`config.mk`:
```
export PLATFORM = sky130hd
export DESIGN_NAME = autocorr_inverter
export DESIGN_NICKNAME = d
export VERILOG_FILES = /design/src/rtl/autocorr_inverter.sv
export SDC_FILE = /design/constraint.sdc
export NUM_CORES = 1
export LEC_CHECK = 0
export CORE_MARGIN = 5
export CORE_UTILIZATION = 52
export CTS_BUF_LIST = sky130_fd_sc_hd__clkbuf_4 sky130_fd_sc_hd__clkbuf_8
export CTS_CLUSTER_DIAMETER = 40
export CTS_CLUSTER_SIZE = 30
export DETAILED_ROUTE_END_ITERATION = 7
export HOLD_SLACK_MARGIN = 0.08
export PLACE_DENSITY = 0.8
export SYNTH_ARGS = -nofsm -noshare
export SYNTH_HDL_FRONTEND = slang
export SYNTH_SLANG_ARGS = --single-unit
```
`constraint.sdc`:
```
create_clock -name clk -period 7.9 [get_ports clk]
set_input_delay 2.37 -clock clk [delete_from_list [all_inputs] [get_ports clk]]
set_output_delay 2.37 -clock clk [all_outputs]
set_load 0.01 [all_outputs]
```
`src/rtl/autocorr_inverter.sv`:
```
// autocorr_inverter: exhaustive inverse of the symmetric autocorrelator.
// Walks all 2^N candidate sequences, one per clock, and reports each one
// whose lag vector equals the latched acorr_in, followed by a done/count
// summary. Asymmetric input vectors are rejected before any search.
module autocorr_inverter #(
    parameter  int N = 3,
    localparam int W = $clog2(N + 1)
) (
    input  logic                 clk,
    input  logic                 rst,
    input  logic                 start,
    input  logic [(2*N-1)*W-1:0] acorr_in,
    output logic                 busy,
    output logic                 match_valid,
    output logic [N-1:0]         match_seq,
    output logic                 done,
    output logic [N:0]           match_count,
    output logic                 err
);

    localparam int L = 2 * N - 1;

    typedef enum logic [1:0] {
        S_IDLE,
        S_CHECK,
        S_SEARCH,
        S_DONE
    } state_t;

    state_t           r_state;
    state_t           w_next;

    logic [L*W-1:0]   r_vec;
    logic [N-1:0]     r_cand;
    logic             r_mv;
    logic [N-1:0]     r_seq;
    logic [N:0]       r_count;
    logic             r_err;

    logic [W-1:0]     w_lag [N];
    logic             w_asym;
    logic             w_match;
    logic             w_last;

    assign match_valid = r_mv;
    assign match_seq   = r_seq;
    assign match_count = r_count;
    assign err         = r_err;
    assign w_last      = &r_cand;

    // Lags 0..N-1 of the current candidate; the upper half mirrors these
    always_comb begin
        for (int unsigned i = 0; i < N; i++) begin
            w_lag[i] = '0;
            for (int unsigned y = 0; y <= i; y++) begin
                w_lag[i] = w_lag[i] + W'(r_cand[y] & r_cand[N-1-i+y]);
            end
        end
    end

    // Candidate matches when every element of the latched vector equals its lag
    always_comb begin
        int unsigned j;
        w_match = 1'b1;
        for (int unsigned i = 0; i < L; i++) begin
            j = (i < N) ? i : (L - 1 - i);
            if (r_vec[i*W +: W] != w_lag[j]) begin
                w_match = 1'b0;
            end
        end
    end

    // Latched vector is asymmetric when any element differs from its mirror
    always_comb begin
        w_asym = 1'b0;
        for (int unsigned i = 0; i < N - 1; i++) begin
            if (r_vec[i*W +: W] != r_vec[(L-1-i)*W +: W]) begin
                w_asym = 1'b1;
            end
        end
    end

    // State register
    always_ff @(posedge clk) begin
        if (rst) begin
            r_state <= S_IDLE;
        end else begin
            r_state <= w_next;
        end
    end

    // Next-state logic plus the state-decoded busy/done outputs
    always_comb begin
        w_next = r_state;
        busy   = 1'b1;
        done   = 1'b0;
        case (r_state)
            S_IDLE: begin
                busy = 1'b0;
                if (start) begin
                    w_next = S_CHECK;
                end
            end
            S_CHECK: begin
                w_next = w_asym ? S_DONE : S_SEARCH;
            end
            S_SEARCH: begin
                if (w_last) begin
                    w_next = S_DONE;
                end
            end
            S_DONE: begin
                done   = 1'b1;
                w_next = S_IDLE;
            end
            default: begin
                w_next = S_IDLE;
            end
        endcase
    end

    // Datapath: vector latch, candidate counter, match reporting and summary
    always_ff @(posedge clk) begin
        if (rst) begin
            r_vec   <= '0;
            r_cand  <= '0;
            r_mv    <= 1'b0;
            r_seq   <= '0;
            r_count <= '0;
            r_err   <= 1'b0;
        end else begin
            r_mv <= 1'b0;
            case (r_state)
                S_IDLE: begin
                    if (start) begin
                        r_vec   <= acorr_in;
                        r_cand  <= '0;
                        r_count <= '0;
                        r_err   <= 1'b0;
                    end
                end
                S_CHECK: begin
                    if (w_asym) begin
                        r_err <= 1'b1;
                    end
                end
                S_SEARCH: begin
                    if (w_match) begin
                        r_mv    <= 1'b1;
                        r_seq   <= r_cand;
                        r_count <= r_count + (N+1)'(1);
                    end
                    // Counter parks on the last candidate instead of wrapping
                    if (!w_last) begin
                        r_cand <= r_cand + N'(1);
                    end
                end
                default: begin
                end
            endcase
        end
    end

endmodule
```
* Yosys cells after proc, flatten, opt, wreduce, memory -nomap -nowiden *
Index checks and enable logic that the tools add are counted.
W data, S select, Z words.

operators by class
  add/subtract/negate cells = 5
  eq/ne operators = 15
  mux-type cells = 23
  bitwise operators = 7
  reductions and logical operators = 11

operators with widths
  kind                   number
  $mux W1                13
  $reduce_and A3 Y1      4
  $ne A2 B2 Y1           5
  $ne A2 B2 Y1 const B   5
  $mux W4                2
  $pmux W2 S4            1
  $pmux W4 S2            1
  $and A1 B1 Y1          6
  $mux W3                2
  $pmux W3 S2            1
  $reduce_and A2 Y1      3
  $add A1 B1 Y2          2
  $add A4 B1 Y4 const B  1
  $eq A2 B2 Y1 const B   2
  $mux W2                2
  $ne A2 B1 Y1           2
  $reduce_bool A2 Y1     2
  $add A3 B1 Y3 const B  1
  $add A2 B1 Y2          1
  $eq A2 B1 Y1 const B   1
  $logic_not A2 Y1       1
  $pmux W1 S2            1
  $reduce_or A2 Y1       1
  $not A1 Y1             1

word-level totals
  flip-flop bits (word level) = 24
  input bits = 13
  output and inout bits = 11
  logic and storage cells = 68

* Longest topological paths before layout *
Gate-level depths: netlist of the first run.

  depth after elaboration = 9
  mapped depth = 7
  mapped depth without buffers = 7

* Least setup slack after synthesis of the first run *
No wires, ideal clock.

  path type = input to register
  start = input port start
  end = register r_count[0], in the netlist match_count[0]
  setup time = 0.070 ns
  data arrival time = 3.144 ns
  slack = 4.686 ns
  cell stages on the path = 4
  path through = and2_1 > a21oi_1 > or4_1 > a21oi_1

on the way
  cells in the longest elaborated chain, start to end = 2

ends and longest elaborated chain
  element                      line  RTL
  start: declaration           11    input logic start,
  $ne A2 B2 Y1 (no line)       --
  $reduce_and A3 Y1 (no line)  --
  end signal: assignment       151   r_count <= r_count + (N+1)'(1);
  end: declaration             37    logic [N:0] r_count;

Every way passes these cells.
A chain may end at the register's enable or synchronous reset.

* Final worst setup path of the first run *
  start = register r_state[0]
  end = output port busy

on the way
  cells in the longest elaborated chain, start to end = 2

ends and longest elaborated chain
  element                   line  RTL
  start: declaration        30    state_t r_state;
  start signal: assignment  88    r_state <= w_next;
  $logic_not A2 Y1          97    case (r_state)
  $mux W1                   97
  end: declaration          13    output logic busy,

Every way passes these cells.

==> metrics.md, run 1 <==
| Metric | Value |
|---|---|
| TritonRoute pass-1 iters | `4` |
| Die ar. | `3438 um2` |
| Die Span X | `58.64 um` |
| CTS Buf Count | `3` |
| Clk_skew | `0.007261 ns` |
| Post-synthesis adder-cell area fraction | `11.80%` |
| Critical Setup Path Class | `reg -> out` |
| Vias/cell | `5.572` |
| Unique masters post-synth | `32` |
| Worst-margin pin slew | `0.8320 ns` |
| Leak pwr | `0.6286 nW` |
| Gpl congestion | `0.7797` |
| Status | `complete, no violations` |
| CTS clock-pin slew for the worst setup and hold paths | `0.12 ns` |
| Vias in the first global route | `1,034` |
| Worst path top cell family by delay | `buffers and inverters` |
| Hold Path Class | `reg -> reg` |
| Initial Utilization | `55.07%` |
| Yosys warns | `0` |
| Required time worst endpoint | `5.53 ns` |
| DR WL/cell | `12.51 um` |
| Fmax | `242.9 MHz` |
| Cell mode on critical path | `inv_1` |
| Worst Path Buf+Inv | `3` |
| Max VDD drop | `0.0001601 V` |
| Pwr/cell area | `240.2 nW/um2` |
| H-tree Lvls | `1` |
| Worst-path fanout max | `5` |
| Post-synth top area share | `39.06%` |
| GRT Util Overall | `15.36%` |
| Pins Over Slew Limit | `0` |
| Commonest non-fill, non-tap cells in the layout | `nand2_1, dfxtp_1, clkdlybuf4s50_1, a21oi_1, nor2_1` |
| Area leader, netlist | `dfxtp_1` |
| Ant diodes | `0` |
| First-pass GRT wire length | `4202 um` |
| Clock root buffer | `clkbuf_4` |
| Port Buf Inserts | `23` |
| RSZ-0062 raised after global routing | `false` |
| Total Wirelength | `2426 um` |
| Ys flop type | `dfxtp_1` |
| Syn nets | `168` |
| Clk sinks | `24` |
| FFs w/ async S/R, synth | `0%` |
| Most common cell after layout, fill and taps aside | `nand2_1` |
| Power after layout | `0.0003588 W` |
| DR DRC count | `0` |
| Simple-gate share of the synthesized area | `23.60%` |
| Area delta synth->final | `21.46%` |
| Hold_buf cts | `0` |
| Synth Area in Compound Gates | `14.85%` |
| Initial antenna violation count | `0` |
| Synthesized-area fraction occupied by xor and xnor cells | `4.273%` |
| Largest net degree at the start of global routing | `25` |
| Max_slew headroom | `44.36%` |
| Post-synthesis cell area | `1230 um2` |
| Detailed Place HPWL | `1896 um` |
| DRT antenna net count | `0` |
| CTS tree | `built` |
| CP startpoint kind | `flop` |
| Ratio of cells with drive above 1 in the final layout | `3.012%` |
| Final nets | `192` |
| Crit path DAT | `1.75 ns` |
| Crit-path cells | `inv_1 -> ha_1 -> inv_1 -> clkdlybuf4s50_1` |
| Most area-consuming cells after synthesis | `dfxtp_1, ha_1, nand2_1, a21oi_1, xor2_1` |
| Period utilisation layout | `52.10%` |
| Worst path slowest cell | `clkdlybuf4s50_1` |
| CP endpoint kind | `output port` |
| Seq cells post-synth | `24` |
| Setup Viol. Count Final | `0` |
| Post_cts resized | `0` |
| Mapped Avg Cell Area | `8.541 um2` |
| Post-CTS setup buffers | `0` |
| Via Count | `1,081` |
| Std-Cell Rows | `17` |
| Max_cap viols | `0` |
| CTS Buffer Depth | `2` |
| Largest stage delay on the critical path | `0.54 ns` |
| Syn Inst Count | `144` |
| Final Hold Viols | `0` |
| Die boundary height | `58.64 um` |
| Clk Latency, worst-skew pair | `0.30 ns` |
| Core area | `2233 um2` |
| Mux cell area share after synthesis | `3.255%` |
| Largest family of logic cells by synthesized area | `simple AND/OR/NAND/NOR gates` |
| Post-synth EDFFs | `0` |
| Min cycle time layout | `4.116 ns` |
| TNS Setup | `0 ns` |
| Iter 0 DRT Violations | `34` |
| Total gr overflow | `0` |
| Number of I/O pins | `24` |
| Seq/Total Area, Yosys | `39.06%` |
[logic make-up after synthesis]
| group | count (synthesis) |
|---|---|
| AOI/OAI and AO/OA | 31 |
| xor gates and xnor gates | 6 |
| adders and majority gates | 11 |
| buffers and inverters | 8 |
| DFF | 24 |
| muxes | 4 |
| and+or+nand+nor | 60 |
[final timing paths]
kind | start | to | slack, ns | cells after the start
min reg2reg | r_vec[5] | r_vec[5] | 0.48 | 2
max | r_state[0] | busy | 3.78 | 4
max reg2reg | r_cand[0] | match_count[3] | 4.85 | 7
min | r_vec[5] | r_vec[5] | 0.48 | 2
[metal layers]
layer	wire (um)	up-vias	share of wire [%]	global-route usage (%)
li1	-	547	-	-
met1	1083	507	45	17.69
met2	1204	23	50	28.07
met3	112	4	4.6	2.851
met4	26	0	1.1	5.502
met5	0	-	0	0
[through the flow]
stage                     worst slack, ns  std cells  util [%]  area (um2)  hold slack, ns
final                               3.784        194     66.89        1494          0.4818
after global routing                3.669        194     66.89        1494          0.5133
after CTS                           3.773        194     66.89        1494          0.4868
after detailed placement            3.794        191     65.88        1471          0.4695
after global placement              3.844        191     65.88        1471          0.4650
after floorplan                     4.686        144         -        1230          0.4481
[state kept, by name, summed over array words and instances (netlist names)]
register and count:
r_vec 10, match_count 4, match_seq 3, r_cand 3, r_state 2, err 1
match_valid 1
[power by group]
part	switching (W)	total, W	leakage, nW	internal [W]
combinational	0.0000912	0.000153	0.420	0.0000620
clock	0.0000336	0.0000513	0.0138	0.0000178
sequential	0.0000164	0.000154	0.195	0.000138
[final cells by class]
type                    count  area (um2)
fillers                   200       739.5
multi-input cells         112       710.7
clock buffers               3       22.52
well taps                  28       35.03
repair buffers             23       230.2
flip-flops and latches     24       480.5
inverters                   4       15.01
[Yosys cell counts (all sizes together), types with 2 or more instances]
cell type and number:
a21oi 18, a22oi 2, and2 3, clkbuf 3, dfxtp 24, ha 10
inv 4, mux2i 4, nand2 26, nand2b 2, nand3 5, nor2 13
o21ai 4, or3 3, or4 2, xor2 6
[worst min-delay path, stage by stage, from the launching register on]
cell,delay (ns)
dfxtp_1,0.34
nand2_1,0.05
a21oi_1,0.05
No activity file was read; power rests on OpenSTA's default activity.
==> run 2, diff against run 1 <==
==> constraint.sdc (replaced) <==
create_clock -name clk -period 4.3 [get_ports clk]
set_input_delay 1.29 -clock clk [delete_from_list [all_inputs] [get_ports clk]]
set_output_delay 1.29 -clock clk [all_outputs]
set_load 0.01 [all_outputs]
==> metrics.md, run 2 (synthesis gave the netlist of run 1 again) <==
| Metric | Value |
|---|---|
| Std-Cell Rows | `17` |
| Die boundary height | `58.64 um` |
| CP startpoint kind | `flop` |
| Total gr overflow | `0` |
| Post-Layout Inst Area | `1508 um2` |
| CTS clock-pin slew for the worst setup and hold paths | `0.13 ns` |
| DR WL/cell | `13.26 um` |
| FF-to-FF End | `match_count[3]` |
| Vias in the first global route | `1,072` |
| Min cycle time layout | `3.144 ns` |
| GRT Util Overall | `16.29%` |
| Clk sinks | `24` |
| Max_cap viols | `0` |
| TritonRoute pass-1 iters | `4` |
| Detailed Place HPWL | `1945 um` |
| CTS Buffer Depth | `2` |
| Clock root buffer | `clkbuf_4` |
| Largest reg by FF count | `r_vec` |
| TNS Setup | `0 ns` |
| GR Util met2 | `26.95%` |
| Max VDD drop | `0.0002601 V` |
| Final Hold Viols | `0` |
| CTS Buf Count | `3` |
| H-tree Lvls | `1` |
| Vias/cell | `5.687` |
| Critical Setup Path Class | `reg -> reg` |
| Gpl congestion | `0.7656` |
| Ratio of cells with drive above 1 in the final layout | `3.593%` |
| FF-to-FF setup slack | `1.16 ns` |
| Core area | `2233 um2` |
| Number of I/O pins | `24` |
| RSZ-0062 raised after global routing | `false` |
| GRT met1 Usage | `19.49%` |
| DR DRC count | `0` |
| Final nets | `192` |
| Hold Path Class | `reg -> reg` |
| Clk Latency, worst-skew pair | `0.32 ns` |
| Leak pwr | `0.6358 nW` |
| Ant diodes | `0` |
| Worst Setup SP | `r_cand[0]` |
| Clk_skew | `0.007174 ns` |
| Worst-margin pin slew | `0.9293 ns` |
| Crit path DAT | `3.39 ns` |
| Worst-path fanout max | `6` |
| Initial antenna violation count | `0` |
| Required time worst endpoint | `4.54 ns` |
| Die Span X | `58.64 um` |
| Initial Utilization | `55.07%` |
| Total Wirelength | `2585 um` |
| Power after layout | `0.0006902 W` |
| Most common cell after layout, fill and taps aside | `nand2_1` |
| Status | `complete, no violations` |
| Crit Reg-Reg Startpoint | `r_cand[0]` |
| CTS tree | `built` |
| Fmax | `318.0 MHz` |
| Via Count | `1,109` |
| Fillers | `207` |
| Pwr/cell area | `457.8 nW/um2` |
| Max_slew headroom | `38.05%` |
| CP endpoint kind | `flop` |
| DRT antenna net count | `0` |
| Port Buf Inserts | `23` |
| Post-CTS setup buffers | `0` |
| Hold_buf cts | `0` |
| Commonest non-fill, non-tap cells in the layout | `nand2_1, dfxtp_1, clkdlybuf4s50_1, a21oi_1, nor2_1` |
| Iter 0 DRT Violations | `46` |
| First-pass GRT wire length | `4436 um` |
| Crit path to | `match_count[3]` |
| Area post-placement | `1471 um2` |
| Area delta synth->final | `22.58%` |
| Pins Over Slew Limit | `0` |
| Setup Viol. Count Final | `0` |
| Largest net degree at the start of global routing | `25` |
| Met3 Usage GRT | `4.386%` |
| Post_cts resized | `0` |
| Number of flip-flops in the largest register | `10` |
| Most Crowded Layer GR | `met2` |
| Die ar. | `3438 um2` |
| Period utilisation layout | `73.12%` |
| Fin util | `67.51%` |
| R2R depth | `7` |
-- run 2: cell count changes in the layout (fill, tap and decap cells not counted) --
cell,before,now
clkbuf_8,0,1
-- run 2: final cells by class --
type	count	area [um2]	share of cell area (%)
sequential	24	480.5	31.87
inverter	4	15.01	0.9958
multi-input combinational	112	710.7	47.14
clock buffer	4	36.28	2.407
timing repair buffer	23	230.2	15.27
tap	28	35.03	2.324
-- run 2: stage by stage --
stage	worst slack (ns)	hold slack (ns)	cells
5_1_grt	0.9314	0.4993	195
2_1_floorplan	1.586	0.4481	144
3_3_place_gp	1.279	0.4615	191
6_report	1.156	0.4774	195
4_1_cts	1.188	0.4808	195
3_5_place_dp	1.245	0.4630	191
-- run 2: how the worst min path moves through the flow --
stage	from	endpoint	slack [ns]	cells after the start
2_1_floorplan	r_vec[4]	r_vec[4]	0.45	2
3_3_place_gp	r_vec[4]	r_vec[4]	0.46	2
3_5_place_dp	r_vec[5]	r_vec[5]	0.46	2
4_1_cts	r_vec[5]	r_vec[5]	0.48	2
5_1_grt	r_vec[5]	r_vec[5]	0.50	2
6_report	r_vec[5]	r_vec[5]	0.48	2
-- run 2: power breakdown --
part | leakage [nW] | internal, W | switching (W)
clock network | 0.0210 | 0.0000518 | 0.0000677
registers | 0.195 | 0.000253 | 0.0000298
logic | 0.420 | 0.000114 | 0.000174
total | 0.636 | 0.000419 | 0.000271
-- run 2: routing by layer --
| layer | vias up | wire [um] |
|---|---|---|
| met5 | - | 0 |
| met4 | 0 | 19 |
| met3 | 4 | 196 |
| met2 | 42 | 1267 |
| met1 | 515 | 1102 |
| li1 | 548 | - |
-- run 2: critical path, stage by stage (launching register included) --
cell and delay (ns):
dfxtp_1 0.40, ha_1 0.24, ha_1 0.31, or3_1 0.32, a222oi_1 0.84, nand3_2 0.28
or4_1 0.53, a21oi_1 0.15
==> run 3, diff against run 2 <==
==> constraint.sdc (replaced) <==
create_clock -name clk -period 3 [get_ports clk]
set_input_delay 0.9 -clock clk [delete_from_list [all_inputs] [get_ports clk]]
set_output_delay 0.9 -clock clk [all_outputs]
set_load 0.01 [all_outputs]
==> metrics.md, run 3 (synthesis gave the netlist of run 1 again) <==
| Metric | Value |
|---|---|
| Status | `complete, no violations` |
| Number of flip-flops in the largest register | `10` |
| Max_cap viols | `0` |
| CTS tree | `built` |
| Std-Cell Rows | `17` |
| Final Hold Viols | `0` |
| Period utilisation layout | `90.89%` |
| Area delta synth->final | `23.30%` |
| Initial Utilization | `55.07%` |
| Crit path DAT | `2.96 ns` |
| Detailed Place HPWL | `1937 um` |
| Critical Setup Path Class | `reg -> reg` |
| GRT Util Overall | `15.88%` |
| Worst-margin pin slew | `0.8325 ns` |
| Max_slew headroom | `44.32%` |
| Required time worst endpoint | `3.24 ns` |
| Worst-path fanout max | `6` |
| CP startpoint kind | `flop` |
| Setup Viol. Count Final | `0` |
| Min cycle time layout | `2.727 ns` |
| CTS clock-pin slew for the worst setup and hold paths | `0.13 ns` |
| Post_cts resized | `0` |
| Largest net degree at the start of global routing | `25` |
| Largest reg by FF count | `r_vec` |
| Post-Layout Inst Area | `1516 um2` |
| CTS Buffer Depth | `2` |
| Hold_buf cts | `0` |
| H-tree Lvls | `1` |
| Vias/cell | `5.533` |
| Ant diodes | `0` |
| Commonest non-fill, non-tap cells in the layout | `nand2_1, dfxtp_1, clkdlybuf4s50_1, a21oi_1, nor2_1` |
| First-pass GRT wire length | `4250 um` |
| Most common cell after layout, fill and taps aside | `nand2_1` |
| Max VDD drop | `0.0004251 V` |
| Total gr overflow | `0` |
| Die boundary height | `58.64 um` |
| Number of I/O pins | `24` |
| DR DRC count | `0` |
| DRT antenna net count | `0` |
| TritonRoute pass-1 iters | `5` |
| Leak pwr | `0.6431 nW` |
| Fillers | `195` |
| Die ar. | `3438 um2` |
| Clk_skew | `0.003882 ns` |
| Post-CTS setup buffers | `0` |
| Core area | `2233 um2` |
| Ratio of cells with drive above 1 in the final layout | `4.734%` |
| CTS Buf Count | `3` |
| Total Wirelength | `2572 um` |
| Clock root buffer | `clkbuf_4` |
| Gpl congestion | `0.8062` |
| Die Span X | `58.64 um` |
| RSZ-0062 raised after global routing | `false` |
| Clk Latency, worst-skew pair | `0.32 ns` |
| Initial antenna violation count | `0` |
| Pwr/cell area | `651.5 nW/um2` |
| Fmax | `366.7 MHz` |
| Vias in the first global route | `1,008` |
| Area post-placement | `1494 um2` |
| DR WL/cell | `13.06 um` |
| CP endpoint kind | `flop` |
| Pins Over Slew Limit | `0` |
| TNS Setup | `0 ns` |
| Iter 0 DRT Violations | `28` |
| Port Buf Inserts | `23` |
| Hold Path Class | `reg -> reg` |
| Via Count | `1,090` |
| Clk sinks | `24` |
| Final nets | `195` |
[run 3: cell types whose count changed in the layout (fill, tap and decap cells not counted)]
cell,previous run,this run
buf_4,0,3
clkbuf_8,1,0
[run 3: final timing paths]
check,from,end,slack [ns],depth (start not counted)
worst max register to register,r_cand[0],match_count[3],0.27,8
worst min register to register,r_vec[5],r_vec[5],0.48,2
worst min-delay path,r_vec[5],r_vec[5],0.48,2
worst max-delay path,r_cand[0],match_count[3],0.27,8
[run 3: area by class of cell]
cell class | count | area [um2] | area share, %
clock buffer | 3 | 22.52 | 1.485
inverter | 4 | 15.01 | 0.9901
timing repair buffer | 26 | 252.7 | 16.67
tap | 28 | 35.03 | 2.310
multi-input combinational | 112 | 710.7 | 46.86
sequential | 24 | 480.5 | 31.68
[run 3: worst max-delay path: stages (launching register included)]
cell and delay [ns]:
dfxtp_1 0.40, ha_1 0.24, ha_1 0.30, or3_1 0.31, a222oi_1 0.34, buf_4 0.20
nand3_2 0.16, or4_1 0.52, a21oi_1 0.16
[run 3: stage by stage]
stage	utilization, %	hold slack (ns)	power (W)	worst slack, ns	cells
after floorplan	-	0.4481	0.0006984	0.2856	144
after global placement	66.89	0.4613	0.0008293	0.3938	194
after detailed placement	66.89	0.4692	0.0008508	0.3291	194
after CTS	67.90	0.4863	0.0009885	0.2769	197
after global routing	67.90	0.5064	0.001063	0.1150	197
final	67.90	0.4818	0.0009880	0.2732	197
[run 3: metal layers]
layer	global-route usage [%]	share of wire (%)	vias to the layer above
li1	-	-	553
met1	18.03	43	498
met2	28.71	50	34
met3	4.386	6.3	5
met4	4.854	1.1	0
met5	0	0	-
[run 3: report_power, final]
part	switching (W)	total, W	internal [W]
combinational	0.000251	0.000437	0.000186
sequential	0.0000436	0.000407	0.000363
clock	0.0000975	0.000145	0.0000470
total	0.000392	0.000988	0.000596
